`src/rtl/serial_adder_pkg.sv`:
```
// Shared types and defaults for the bit-serial adder slice.
package serial_adder_pkg;

  typedef enum logic [1:0] {
    IDLE = 2'd0,
    RUN  = 2'd1,
    DONE = 2'd2
  } state_e;

  localparam int unsigned DEFAULT_WIDTH = 8;

endpackage

```
`src/rtl/fa_bit.sv`:
```
// One-bit full-adder cell; the serial adder time-multiplexes a single instance.
module fa_bit (
  input  logic x,
  input  logic y,
  input  logic ci,
  output logic s,
  output logic co
);

  assign s  = x ^ y ^ ci;
  assign co = (x & y) | (y & ci) | (x & ci);

endmodule

```
`src/rtl/serial_adder.sv`:
```
// Bit-serial WIDTH-bit adder: one full-adder cell, a registered carry and
// shift registers that reassemble the parallel sum over WIDTH cycles.
module serial_adder
  import serial_adder_pkg::*;
#(
  parameter int unsigned WIDTH = DEFAULT_WIDTH
) (
  input  logic             clk,
  input  logic             rst,
  input  logic             start,
  input  logic [WIDTH-1:0] a,
  input  logic [WIDTH-1:0] b,
  input  logic             c_in,
  output logic             busy,
  output logic             done,
  output logic [WIDTH-1:0] sum,
  output logic             carry
);

  localparam int unsigned     CW       = (WIDTH > 1) ? $clog2(WIDTH) : 1;
  localparam logic [CW-1:0]   CNT_LAST = CW'(WIDTH - 1);

  state_e           state_q, state_d;
  logic [WIDTH-1:0] sa_q, sa_d;
  logic [WIDTH-1:0] sb_q, sb_d;
  logic [WIDTH-1:0] sr_q, sr_d;
  logic             cf_q, cf_d;
  logic [CW-1:0]    cnt_q, cnt_d;
  logic [WIDTH-1:0] sum_q, sum_d;
  logic             carry_q, carry_d;
  logic             busy_q, busy_d;
  logic             done_q, done_d;

  logic             fa_s;
  logic             fa_co;

  fa_bit u_fa (
    .x  (sa_q[0]),
    .y  (sb_q[0]),
    .ci (cf_q),
    .s  (fa_s),
    .co (fa_co)
  );

  // Next-state, datapath and registered-output decode.
  always_comb begin
    state_d = state_q;
    sa_d    = sa_q;
    sb_d    = sb_q;
    sr_d    = sr_q;
    cf_d    = cf_q;
    cnt_d   = cnt_q;
    sum_d   = sum_q;
    carry_d = carry_q;

    case (state_q)
      IDLE, DONE: begin
        if (start) begin
          sa_d    = a;
          sb_d    = b;
          cf_d    = c_in;
          cnt_d   = {CW{1'b0}};
          state_d = RUN;
        end else begin
          state_d = IDLE;
        end
      end
      RUN: begin
        sa_d  = {1'b0, sa_q[WIDTH-1:1]};
        sb_d  = {1'b0, sb_q[WIDTH-1:1]};
        sr_d  = {fa_s, sr_q[WIDTH-1:1]};
        cf_d  = fa_co;
        cnt_d = cnt_q + CW'(1);
        // The final bit bypasses sr so the result lands on the same edge.
        if (cnt_q == CNT_LAST) begin
          sum_d   = {fa_s, sr_q[WIDTH-1:1]};
          carry_d = fa_co;
          state_d = DONE;
        end else begin
          state_d = RUN;
        end
      end
      default: begin
        state_d = IDLE;
      end
    endcase

    busy_d = (state_d == RUN);
    done_d = (state_d == DONE);
  end

  // State, datapath and output registers.
  always_ff @(posedge clk or posedge rst) begin
    if (rst) begin
      state_q <= IDLE;
      sa_q    <= {WIDTH{1'b0}};
      sb_q    <= {WIDTH{1'b0}};
      sr_q    <= {WIDTH{1'b0}};
      cf_q    <= 1'b0;
      cnt_q   <= {CW{1'b0}};
      sum_q   <= {WIDTH{1'b0}};
      carry_q <= 1'b0;
      busy_q  <= 1'b0;
      done_q  <= 1'b0;
    end else begin
      state_q <= state_d;
      sa_q    <= sa_d;
      sb_q    <= sb_d;
      sr_q    <= sr_d;
      cf_q    <= cf_d;
      cnt_q   <= cnt_d;
      sum_q   <= sum_d;
      carry_q <= carry_d;
      busy_q  <= busy_d;
      done_q  <= done_d;
    end
  end

  assign busy  = busy_q;
  assign done  = done_q;
  assign sum   = sum_q;
  assign carry = carry_q;

endmodule

```
`config.mk`:
```
export PLATFORM = sky130hd
export DESIGN_NAME = serial_adder
export DESIGN_NICKNAME = d
export VERILOG_FILES = /design/src/rtl/serial_adder_pkg.sv /design/src/rtl/fa_bit.sv /design/src/rtl/serial_adder.sv
export SDC_FILE = /design/constraint.sdc
export NUM_CORES = 1
export LEC_CHECK = 0
export CORE_AREA = 2 2 78 80
export CTS_BUF_LIST = sky130_fd_sc_hd__clkbuf_8
export DETAILED_ROUTE_END_ITERATION = 8
export DIE_AREA = 0 0 80 82
export MAX_ROUTING_LAYER = met4
export PLACE_DENSITY_LB_ADDON = 0.05
export SYNTH_ARGS = -nofsm -noshare
export SYNTH_HDL_FRONTEND = slang
export SYNTH_SLANG_ARGS = --single-unit
export TNS_END_PERCENT = 10
```
`constraint.sdc`:
```
create_clock -name clk -period 2.5 [get_ports clk]
set_clock_uncertainty 0.15 [all_clocks]
set_input_delay 0.625 -clock clk [delete_from_list [all_inputs] [get_ports clk]]
set_output_delay 0.625 -clock clk [all_outputs]
set_load 0.05 [all_outputs]
```
# [Yosys cells after proc, flatten, opt, wreduce, memory -nomap -nowiden]
# Cells that the tools add are included.
[op_classes] add_sub_neg=1 n_eq_ne=6 muxes=11 bitwise=7 reduce_logical=5
[ops] op="$pmux W8 S2" n=2
[ops] op="$mux W8" n=2
[ops] op="$pmux W3 S2" n=1
[ops] op="$eq A2 B1 Y1 const B" n=2
[ops] op="$eq A2 B2 Y1 const B" n=2
[ops] op="$pmux W2 S2" n=1
[ops] op="$reduce_and A2 Y1" n=2
[ops] op="$add A3 B1 Y3 const B" n=1
[ops] op="$and A1 B1 Y1" n=3
[ops] op="$eq A3 B3 Y1 const B" n=1
[ops] op="$mux W3" n=1
[ops] op="$logic_not A2 Y1" n=1
[ops] op="$mux W1" n=2
[ops] op="$mux W2" n=1
[ops] op="$ne A2 B2 Y1 const B" n=1
[ops] op="$or A1 B1 Y1" n=2
[ops] op="$pmux W1 S2" n=1
[ops] op="$reduce_bool A2 Y1" n=1
[ops] op="$reduce_or A2 Y1" n=1
[ops] op="$xor A1 B1 Y1" n=2
[totals] reg_bits=41 inputBits=20 out_inout_bits=11 wordCells=40

# [Longest topological paths before layout]
# Gate-level depths: netlist (run 1).
[logic_depth] ltp_word=4 mapped_depth=5 mapped_depth_nobuf=4

# [By module]
# Synthesis (run 1) repeated with hierarchy kept, for this count alone.
[hier_totals] cells_unflattened=151 area_unflattened_um2=1725.4
[by_module_without_submodules] mod="serial_adder" n_inst=1 cells_each=150 area_per_inst_um2=1705.4 seq_area_each_um2=1001.0
[by_module_without_submodules] mod="fa_bit" n_inst=1 cells_each=1 area_per_inst_um2=20.0 seq_area_each_um2=0.0

# [Worst setup path after synthesis (run 1)]
# No wires, ideal clock.
[synth_path] kind="input to register" start="input start" end="register cf_q" setup_time_ps=121 t_arrival_ps=1346 required_time_ps=2229 path_slack_ps=883 path_stages=5 n_path_buf=2 path_cell_list="buf_2 > and2b_1 > buf_2 > nor3_1 > nor2_1"
[synth_via] elab_chain_len=2
[synth_lines] element="start, declared" line_no="serial_adder.sv:10" rtl="input logic start,"
[synth_lines] element="$ne A2 B2 Y1 (no line)"
[synth_lines] element="$reduce_and A2 Y1 (no line)"
[synth_lines] element="end signal, assigned" line_no="serial_adder.sv:99" rtl="cf_q <= 1'b0;"
[synth_lines] element="end signal, assigned" line_no="serial_adder.sv:110" rtl="cf_q <= cf_d;"
[synth_lines] element="end, declared" line_no="serial_adder.sv:27" rtl="logic cf_q, cf_d;"
# Every way passes these cells.
# A chain may end at the register's enable or synchronous reset.

# [Final worst setup path (run 1)]
[layout_path] start="register sum_q[3], in the netlist sum[3]" end="output sum[3]"
[layout_lines] element="start, declared" line_no="serial_adder.sv:29" rtl="logic [WIDTH-1:0] sum_q, sum_d;"
[layout_lines] element="start signal, assigned" line_no="serial_adder.sv:101" rtl="sum_q <= {WIDTH{1'b0}};"
[layout_lines] element="start signal, assigned" line_no="serial_adder.sv:112" rtl="sum_q <= sum_d;"
[layout_lines] element="end, declared" line_no="serial_adder.sv:16" rtl="output logic [WIDTH-1:0] sum,"
# No word-level cell between the ends.

==> results.toml, run 1 <==
[timing]
setup_viol = 0
slew_viol_final = 0
slew-limit-headroom_pct = 57.9
timing_hold_violations_final = 0
rsz_0062_raised_after_global_routing = "false"
fin_setup_tns_ns = 0
min_period_ns = 2.22
final.period_utilization_pct = 88.6
worst-slew-pin-transition_ns = 0.632
timing.fmax_mhz = 451

[worst_setup_path]
reg2regPathDepth = 4
critical_path_depth = 1
critPathRequiredTime_ns = 1.73
timing_worst_setup_path_type = "flop to output port"
regToRegEndpoint = "sr_q[7]"
crit-reg2reg-launch = "state_q[0]"
critical_path.max_stage_delay_ns = 0.80
setup.worst_path.start_class = "flop"
worstSetupStartpoint = "sum[3]"
cpMaxStageDelayCell = "sky130_fd_sc_hd__clkdlybuf4s50_1"
cp_data_arrival_time_ns = 1.44
r2r_slack_ns = 0.78
crit_chain = "clkdlybuf4s50_1"
worst-path-buf-inv = 1
crit_path_max_fanout = 2
crit_path_end_kind = "output port"
crit_family = "buffers and inverters"

[detailed_routing]
remaining_antenna_violation_count_after_routing = 0
drc_errors = 0
post_drt_via_cell_ratio = 4.67
total_iterations_of_the_first_detailed_routing_run = 4
drt-total-wl_mm = 3.41
drt_first_iter_violations = 59
wl_per_cell_um = 13.3
via_count = 1199

[pwr]
vdd.ir_drop.worst_mv = 0.403
p_per_area_mw_per_mm2 = 1300
power.switching_fraction_pct = 39.9
seq_power_share_pct = 41.0
cell_internal_pwr_mw = 1.69
power.clock.fraction_pct = 14.0
totalPowerFinal_mw = 2.82
netSwitchingPower_mw = 1.12
power_frac_comb_pct = 45.0
p_leak_nw = 0.955

[synth]
ys_ff_latch = 40
async_set_or_reset_register_ratio_after_synthesis_pct = 100
yosys.cell_count.top_type = "sky130_fd_sc_hd__dfrtp_1"
synthDistinctLibCells = 26
dominantRegCellSynth = "sky130_fd_sc_hd__dfrtp_1"
syn_area_per_cell_um2 = 11.4
yosys-top-cells-area = "sky130_fd_sc_hd__dfrtp_1 58%, sky130_fd_sc_hd__mux2_4 7.8%, sky130_fd_sc_hd__nand2_1 4.8%"
synth_largest_type_area_fraction_pct = 58.0
sequential_share_of_the_synthesized_area_pct = 58.0
synth_enable_flop_cells = 0
ys.warnings.count = 0
mappedNetlistNets = 174
post_synth_inst_count = 151
synthDominantAreaCellType = "sky130_fd_sc_hd__dfrtp_1"
syn_area_mm2 = 0.00173
netlist_top_cells_count = "40 x sky130_fd_sc_hd__dfrtp_1, 22 x sky130_fd_sc_hd__nand2_1, 13 x sky130_fd_sc_hd__nor2_1, 11 x sky130_fd_sc_hd__nor3_1, 11 x sky130_fd_sc_hd__o22ai_1"

[global_routing]
grt_pass1_wl_mm = 6.09
remaining_global_route_overflow = 0
vias_in_the_first_global_route = 1274
pin_count_of_the_biggest_net_entering_global_routing = 41
grt_antenna_before_repair = 0
gr_usage_total_pct = 12.5

[min_path]
hold_path.class = "flop to flop"
worstHoldStart = "sr_q[1]"
min_path_cells = 2
min_to = "sr_q[1]"

[cells_and_area]
drive_gt1_share_pct = 12.1
postLayoutCoreUtil_pct = 37.7
seq_area_mm2 = 0.00100
antenna_cells_inserted = 0
fillerInstances = 586
area_delta_synth_final_pct = 25.6
final_nets = 205
multi_input_comb_area_um2 = 661

[clock_tree]
clock_pin_slew_reported_for_the_worst_setup_and_hold_paths_after_clock_tree_synthesis_ns = 0.07
ctsHoldBuffers = 0
cts_setup_buffers = 0
cts-buffers-inserted = 5
cts_num_sinks = 40
tritoncts_clock_tree = "yes"
cts_root_buffer = "sky130_fd_sc_hd__clkbuf_8"
clock_tree.htree_level_count = 2
cts.repair.resized = 0
clock_insertion_delay_at_the_later_pin_of_the_skew_report_ns = 0.28
worst_case_clock_buffer_depth = 2

[place]
gpl.final_weighted_congestion = 0.717
placement.io_buffers = 30
dp_hpwl_mm = 2.25

[floorplanning]
boundaryPins = 31
placeableCoreArea_mm2 = 0.00575
design.die.area_mm2 = 0.00656
number_of_cell_rows = 28
floorplan.die.height_um = 82
floorplan.initialDensity_pct = 30.0
chipWidth_um = 80

[status]
outcome = "complete, no violations"

[job]
maxcap_viol_count = 0
how the worst max path moves through the flow:
| stage | endpoint | slack, ns |
|---|---|---|
| global placement | sb_q[7] | 0.35 |
| finish | sum[3] | 0.28 |
| floorplan | busy | 0.81 |
| CTS | done | 0.26 |
| detailed placement | sb_q[7] | 0.31 |
| global route | sum[3] | 0.23 |
layout by cell type, fill, tap and decap left out, types with 4 or more instances in the layout:
master / instances
sky130_fd_sc_hd__dfrtp_1: 40
sky130_fd_sc_hd__clkdlybuf4s50_1: 30
sky130_fd_sc_hd__nand2_1: 22
sky130_fd_sc_hd__nor2_1: 13
sky130_fd_sc_hd__o22ai_1: 11
sky130_fd_sc_hd__nor3_1: 11
sky130_fd_sc_hd__mux2_4: 9
sky130_fd_sc_hd__clkbuf_8: 5
sky130_fd_sc_hd__o21ai_0: 4
sky130_fd_sc_hd__mux2i_1: 4
sky130_fd_sc_hd__buf_4: 4
cells by family after synthesis:
family	after synthesis	share of synthesized area, %
DFF	40	58.0
muxes	14	10.8
buffers and inverters	11	3.70
adders and majority gates	3	2.61
AOI/OAI and AO/OA	25	9.28
and+or+nand+nor	58	15.6
through the flow:
step / worst slack, ns / instance area [um^2] / hold slack, ns / instances
after floorplan: 0.807 / 1730 / 0.296 / 151
after global placement: 0.355 / 2090 / 0.312 / 250
after detailed placement: 0.311 / 2090 / 0.318 / 250
after CTS: 0.261 / 2170 / 0.335 / 257
after global routing: 0.227 / 2170 / 0.379 / 257
final: 0.284 / 2170 / 0.328 / 257
sequential cells by signal, indices dropped and copies added, names as in the netlist, 2 cells and up:
name / count
sb_q: 8
sr_q: 7
sum: 8
sa_q: 8
cnt_q: 3
state_q: 2
area by class of cell:
cell class,instances,share of cell area [%]
inverters,1,0.173
clock buffers,5,3.18
repair buffers,34,15.2
clock inverters,2,0.404
well taps,75,4.33
multi-input cells,100,30.5
flip-flops and latches,40,46.2
metal layers:
metal  track usage (%)  wire length, um
met1              14.9             1570
met2              20.0             1660
met3              3.74              125
met4              4.75               53
met5                 -                0
power by group through the flow:
stage	sequential, mW	clock [mW]	combinational (mW)
after floorplan	1.36	0	0.739
after global placement	1.16	0	1.27
after detailed placement	1.17	0	1.29
final	1.16	0.395	1.27
after global routing	1.21	0.441	1.42
after CTS	1.16	0.420	1.29
No activity file was read; power rests on OpenSTA's default activity.
==> run 2: changes to the inputs <==
--- a/config.mk
+++ b/config.mk
@@ -9,8 +9,10 @@
 export CTS_BUF_LIST = sky130_fd_sc_hd__clkbuf_8
 export DETAILED_ROUTE_END_ITERATION = 8
 export DIE_AREA = 0 0 80 82
+export GPL_TIMING_DRIVEN = 0
 export MAX_ROUTING_LAYER = met4
 export PLACE_DENSITY_LB_ADDON = 0.05
+export SLEW_MARGIN = 25
 export SYNTH_ARGS = -nofsm -noshare
 export SYNTH_HDL_FRONTEND = slang
 export SYNTH_SLANG_ARGS = --single-unit
==> results.toml, run 2 (synthesized netlist as in run 1, its figures left out) <==
[detailed_routing]
drt_first_iter_violations = 28
topRoutingLayerUsed = "met4"
drc_errors = 0
wl_met2_mm = 1.66
via_count = 1215
wl_met1_mm = 1.71
remaining_antenna_violation_count_after_routing = 0
wl_met3_um = 131
wl_per_cell_um = 13.4
post_drt_via_cell_ratio = 4.60
total_iterations_of_the_first_detailed_routing_run = 4
drt-total-wl_mm = 3.53

[worst_setup_path]
crit-reg2reg-launch = "cnt_q[0]"
worst-path-buf-inv = 1
critical_path.max_stage_delay_ns = 0.81
regToRegEndpoint = "sum[4]"
worstSetupStartpoint = "carry"
crit_chain = "clkdlybuf4s50_1"
setup.worst_path.start_class = "flop"
crit_family = "buffers and inverters"
critPathRequiredTime_ns = 1.73
cpMaxStageDelayCell = "sky130_fd_sc_hd__clkdlybuf4s50_1"
crit_path_end_kind = "output port"
cp_data_arrival_time_ns = 1.46
timing_worst_setup_path_type = "flop to output port"
reg2regPathDepth = 5
crit_path_max_fanout = 2
r2r_slack_ns = 0.81

[clock_tree]
ctsHoldBuffers = 0
cts_num_sinks = 40
cts_setup_buffers = 0
cts-buffers-inserted = 5
clock_tree.htree_level_count = 2
clock_insertion_delay_at_the_later_pin_of_the_skew_report_ns = 0.29
cts_root_buffer = "sky130_fd_sc_hd__clkbuf_8"
worst_case_clock_buffer_depth = 2
clock_pin_slew_reported_for_the_worst_setup_and_hold_paths_after_clock_tree_synthesis_ns = 0.08
tritoncts_clock_tree = "yes"
cts.repair.resized = 0

[timing]
rsz_0062_raised_after_global_routing = "false"
worst-slew-pin-transition_ns = 0.532
post-route-worst-setup-slack_ns = 0.265
fin_setup_tns_ns = 0
final.period_utilization_pct = 89.4
slew_viol_final = 0
timing_hold_violations_final = 0
hold_slack_ns = 0.331
slew-limit-headroom_pct = 64.5
min_period_ns = 2.24
timing.fmax_mhz = 447
setup_viol = 0

[cells_and_area]
drive_gt1_share_pct = 15.9
layout.cell_area.non_filler_mm2 = 0.00222
post_layout_nonfiller_instances = 264
final_cell_mix = "40 x sky130_fd_sc_hd__dfrtp_1, 29 x sky130_fd_sc_hd__clkdlybuf4s50_1, 22 x sky130_fd_sc_hd__nand2_1"
final_nets = 211
antenna_cells_inserted = 0
mostFrequentLayoutCell = "sky130_fd_sc_hd__dfrtp_1"
fillerInstances = 578
area_delta_synth_final_pct = 28.8

[pwr]
power_frac_comb_pct = 45.8
cell_internal_pwr_mw = 1.75
power.switching_fraction_pct = 39.8
netSwitchingPower_mw = 1.16
p_per_area_mw_per_mm2 = 1310
vdd.ir_drop.worst_mv = 0.402
p_leak_nw = 0.985
power.clock.fraction_pct = 15.2
seq_power_share_pct = 39.0

[status]
outcome = "complete, no violations"

[place]
gpl.final_weighted_congestion = 0.722
placement.io_buffers = 29
dp_hpwl_mm = 2.43
dp_slack_ns = 0.581
dpl_cell_area_mm2 = 0.00213
placed_cells_incl_taps = 256

[floorplanning]
placeableCoreArea_mm2 = 0.00575
floorplan.die.height_um = 82
chipWidth_um = 80
floorplan.initialDensity_pct = 30.0
design.die.area_mm2 = 0.00656
boundaryPins = 31
number_of_cell_rows = 28

[min_path]
worstHoldStart = "sr_q[1]"
min_to = "sr_q[1]"
min_path_cells = 2
hold_path.class = "flop to flop"

[global_routing]
grt_antenna_before_repair = 0
remaining_global_route_overflow = 0
vias_in_the_first_global_route = 1276
gr_usage_total_pct = 12.8
grt_pass1_wl_mm = 6.08
pin_count_of_the_biggest_net_entering_global_routing = 26

[job]
maxcap_viol_count = 0
## run 2: cell count changes in the layout (fill, tap and decap cells not counted), moves of 2 or more
cell	previous run	this run
sky130_fd_sc_hd__inv_1	2	0
sky130_fd_sc_hd__buf_2	0	6
sky130_fd_sc_hd__buf_6	0	2
sky130_fd_sc_hd__buf_4	4	0
sky130_fd_sc_hd__clkbuf_1	0	2
## run 2: how the worst max path moves through the flow
stage | to | slack (ns) | cells past startpoint
2_1_floorplan | busy | 0.81 | 1
5_1_grt | carry | 0.20 | 1
6_report | carry | 0.26 | 1
3_5_place_dp | carry | 0.58 | 1
3_3_place_gp | sa_q[4] | -0.1 | 2
4_1_cts | carry | 0.24 | 1
## run 2: layout make-up
class                      count  area [um^2]  share of cell area (%)
clock buffer                   6         82.6                    3.72
timing repair buffer          30          310                    14.0
inverter                       1         3.75                   0.169
sequential                    40         1000                    45.0
multi-input combinational    100          661                    29.7
clock inverter                 2         10.0                   0.450
buffer                        10         60.1                    2.70
tap                           75         93.8                    4.22
## run 2: routing by layer
layer,track usage (%),up-vias
li1,-,597
met3,4.18,4
met1,15.6,588
met2,19.9,26
met4,5.08,0
met5,-,-
## run 2: stage by stage
stage          utilization, %  total power [mW]
4_1_cts                  38.7              2.95
3_3_place_gp             36.7              2.46
5_1_grt                  38.7              3.14
2_1_floorplan               -              2.10
3_5_place_dp             37.1              2.49
6_report                 38.7              2.90
## run 2: power groups by stage
stage / clock (mW) / combinational, mW / sequential [mW]
floorplan: 0 / 0.739 / 1.36
global placement: 0 / 1.33 / 1.13
detailed placement: 0 / 1.35 / 1.14
CTS: 0.464 / 1.35 / 1.14
global route: 0.488 / 1.48 / 1.17
finish: 0.441 / 1.33 / 1.13
==> run 3: changes to the inputs <==
--- a/config.mk
+++ b/config.mk
@@ -9,10 +9,10 @@
 export CTS_BUF_LIST = sky130_fd_sc_hd__clkbuf_8
 export DETAILED_ROUTE_END_ITERATION = 8
 export DIE_AREA = 0 0 80 82
+export GPL_ROUTABILITY_DRIVEN = 0
 export GPL_TIMING_DRIVEN = 0
 export MAX_ROUTING_LAYER = met4
 export PLACE_DENSITY_LB_ADDON = 0.05
-export SLEW_MARGIN = 25
 export SYNTH_ARGS = -nofsm -noshare
 export SYNTH_HDL_FRONTEND = slang
 export SYNTH_SLANG_ARGS = --single-unit
==> results.toml, run 3 (synthesized netlist as in run 1, its figures left out) <==
[timing]
timing_hold_violations_final = 0
min_period_ns = 2.23
slew_viol_final = 0
final.period_utilization_pct = 89.4
setup_viol = 0
slew-limit-headroom_pct = 43.3
worst-slew-pin-transition_ns = 0.850
rsz_0062_raised_after_global_routing = "false"
timing.fmax_mhz = 448
fin_setup_tns_ns = 0

[detailed_routing]
drt-total-wl_mm = 3.55
wl_per_cell_um = 13.5
topRoutingLayerUsed = "met4"
wl_met1_mm = 1.69
via_count = 1224
drc_errors = 0
wl_met3_um = 142
post_drt_via_cell_ratio = 4.65
drt_first_iter_violations = 36
wl_met2_mm = 1.66
remaining_antenna_violation_count_after_routing = 0
total_iterations_of_the_first_detailed_routing_run = 4

[cells_and_area]
area_delta_synth_final_pct = 27.6
final_nets = 210
mostFrequentLayoutCell = "sky130_fd_sc_hd__dfrtp_1"
antenna_cells_inserted = 0
final_cell_mix = "40 x sky130_fd_sc_hd__dfrtp_1, 29 x sky130_fd_sc_hd__clkdlybuf4s50_1, 22 x sky130_fd_sc_hd__nand2_1"
fillerInstances = 586
postLayoutCoreUtil_pct = 38.3
drive_gt1_share_pct = 15.4

[global_routing]
grt_antenna_before_repair = 0
gr_usage_total_pct = 12.6
pin_count_of_the_biggest_net_entering_global_routing = 41
grt_pass1_wl_mm = 5.96
remaining_global_route_overflow = 0
vias_in_the_first_global_route = 1243

[worst_setup_path]
crit_path_end_kind = "output port"
worst-path-buf-inv = 1
crit_family = "buffers and inverters"
critical_path.max_stage_delay_ns = 0.81
r2r_slack_ns = 0.80
timing_worst_setup_path_type = "flop to output port"
setup.worst_path.start_class = "flop"
cpMaxStageDelayCell = "sky130_fd_sc_hd__clkdlybuf4s50_1"
regToRegEndpoint = "sum[4]"
crit_chain = "clkdlybuf4s50_1"
crit-reg2reg-launch = "cnt_q[0]"
critPathRequiredTime_ns = 1.73
cp_data_arrival_time_ns = 1.46
reg2regPathDepth = 5
crit_path_max_fanout = 2

[clock_tree]
clock_insertion_delay_at_the_later_pin_of_the_skew_report_ns = 0.29
clock_pin_slew_reported_for_the_worst_setup_and_hold_paths_after_clock_tree_synthesis_ns = 0.08
cts-buffers-inserted = 5
cts_root_buffer = "sky130_fd_sc_hd__clkbuf_8"
clock_tree.htree_level_count = 2
ctsHoldBuffers = 0
tritoncts_clock_tree = "yes"
worst_case_clock_buffer_depth = 2
cts_setup_buffers = 0
cts.repair.resized = 0
cts_num_sinks = 40

[place]
dp_hpwl_mm = 2.38
placement.io_buffers = 29

[floorplanning]
number_of_cell_rows = 28
chipWidth_um = 80
design.die.area_mm2 = 0.00656
floorplan.initialDensity_pct = 30.0
boundaryPins = 31
placeableCoreArea_mm2 = 0.00575
floorplan.die.height_um = 82

[pwr]
p_leak_nw = 0.975
power_frac_comb_pct = 45.7
cell_internal_pwr_mw = 1.74
power.clock.fraction_pct = 15.3
vdd.ir_drop.worst_mv = 0.408
seq_power_share_pct = 39.0
netSwitchingPower_mw = 1.16
power.switching_fraction_pct = 39.9
p_per_area_mw_per_mm2 = 1320

[min_path]
hold_path.class = "flop to flop"
min_to = "sr_q[1]"
min_path_cells = 2
worstHoldStart = "sr_q[1]"

[status]
outcome = "complete, no violations"

[job]
maxcap_viol_count = 0
## run 3: cell types whose count changed in the layout (fill, tap and decap cells not counted)
cell	before	now
sky130_fd_sc_hd__buf_12	1	0
## run 3: layout make-up
type	instances	area (um^2)	area share [%]
multi-input cells	100	661	30.0
plain buffers	10	60.1	2.73
flip-flops and latches	40	1000	45.5
clock buffers	6	82.6	3.75
clock inverters	2	10.0	0.455
inverters	1	3.75	0.170
well taps	75	93.8	4.26
repair buffers	29	290	13.2
## run 3: worst max path at each step
stage	end	cells after the start	from
after CTS	carry	1	carry
final	carry	1	carry
after detailed placement	carry	1	carry
after floorplan	busy	1	rst
after global routing	carry	1	carry
after global placement	sa_q[4]	2	rst
## run 3: metrics by stage
step                      cells  setup WS, ns  area (um^2)  hold slack, ns  power [mW]
after floorplan             151         0.807         1730           0.296        2.10
after CTS                   263         0.244         2200           0.345        2.95
after global routing        263         0.205         2200           0.385        3.14
after detailed placement    255         0.578         2110           0.326        2.49
after global placement      255       -0.0955         2110           0.312        2.46
final                       263         0.266         2200           0.347        2.90
## run 3: metal layers
layer | up-vias | GRT usage, %
met5 | - | -
met4 | 0 | 5.08
met3 | 5 | 4.07
met2 | 25 | 18.9
met1 | 597 | 15.7
li1 | 597 | -
## run 3: power groups by stage
stage	combinational, mW	clock (mW)	sequential [mW]
6_report	1.32	0.444	1.13
5_1_grt	1.47	0.493	1.17
4_1_cts	1.35	0.465	1.14
3_5_place_dp	1.35	0	1.14
3_3_place_gp	1.33	0	1.13
2_1_floorplan	0.739	0	1.36
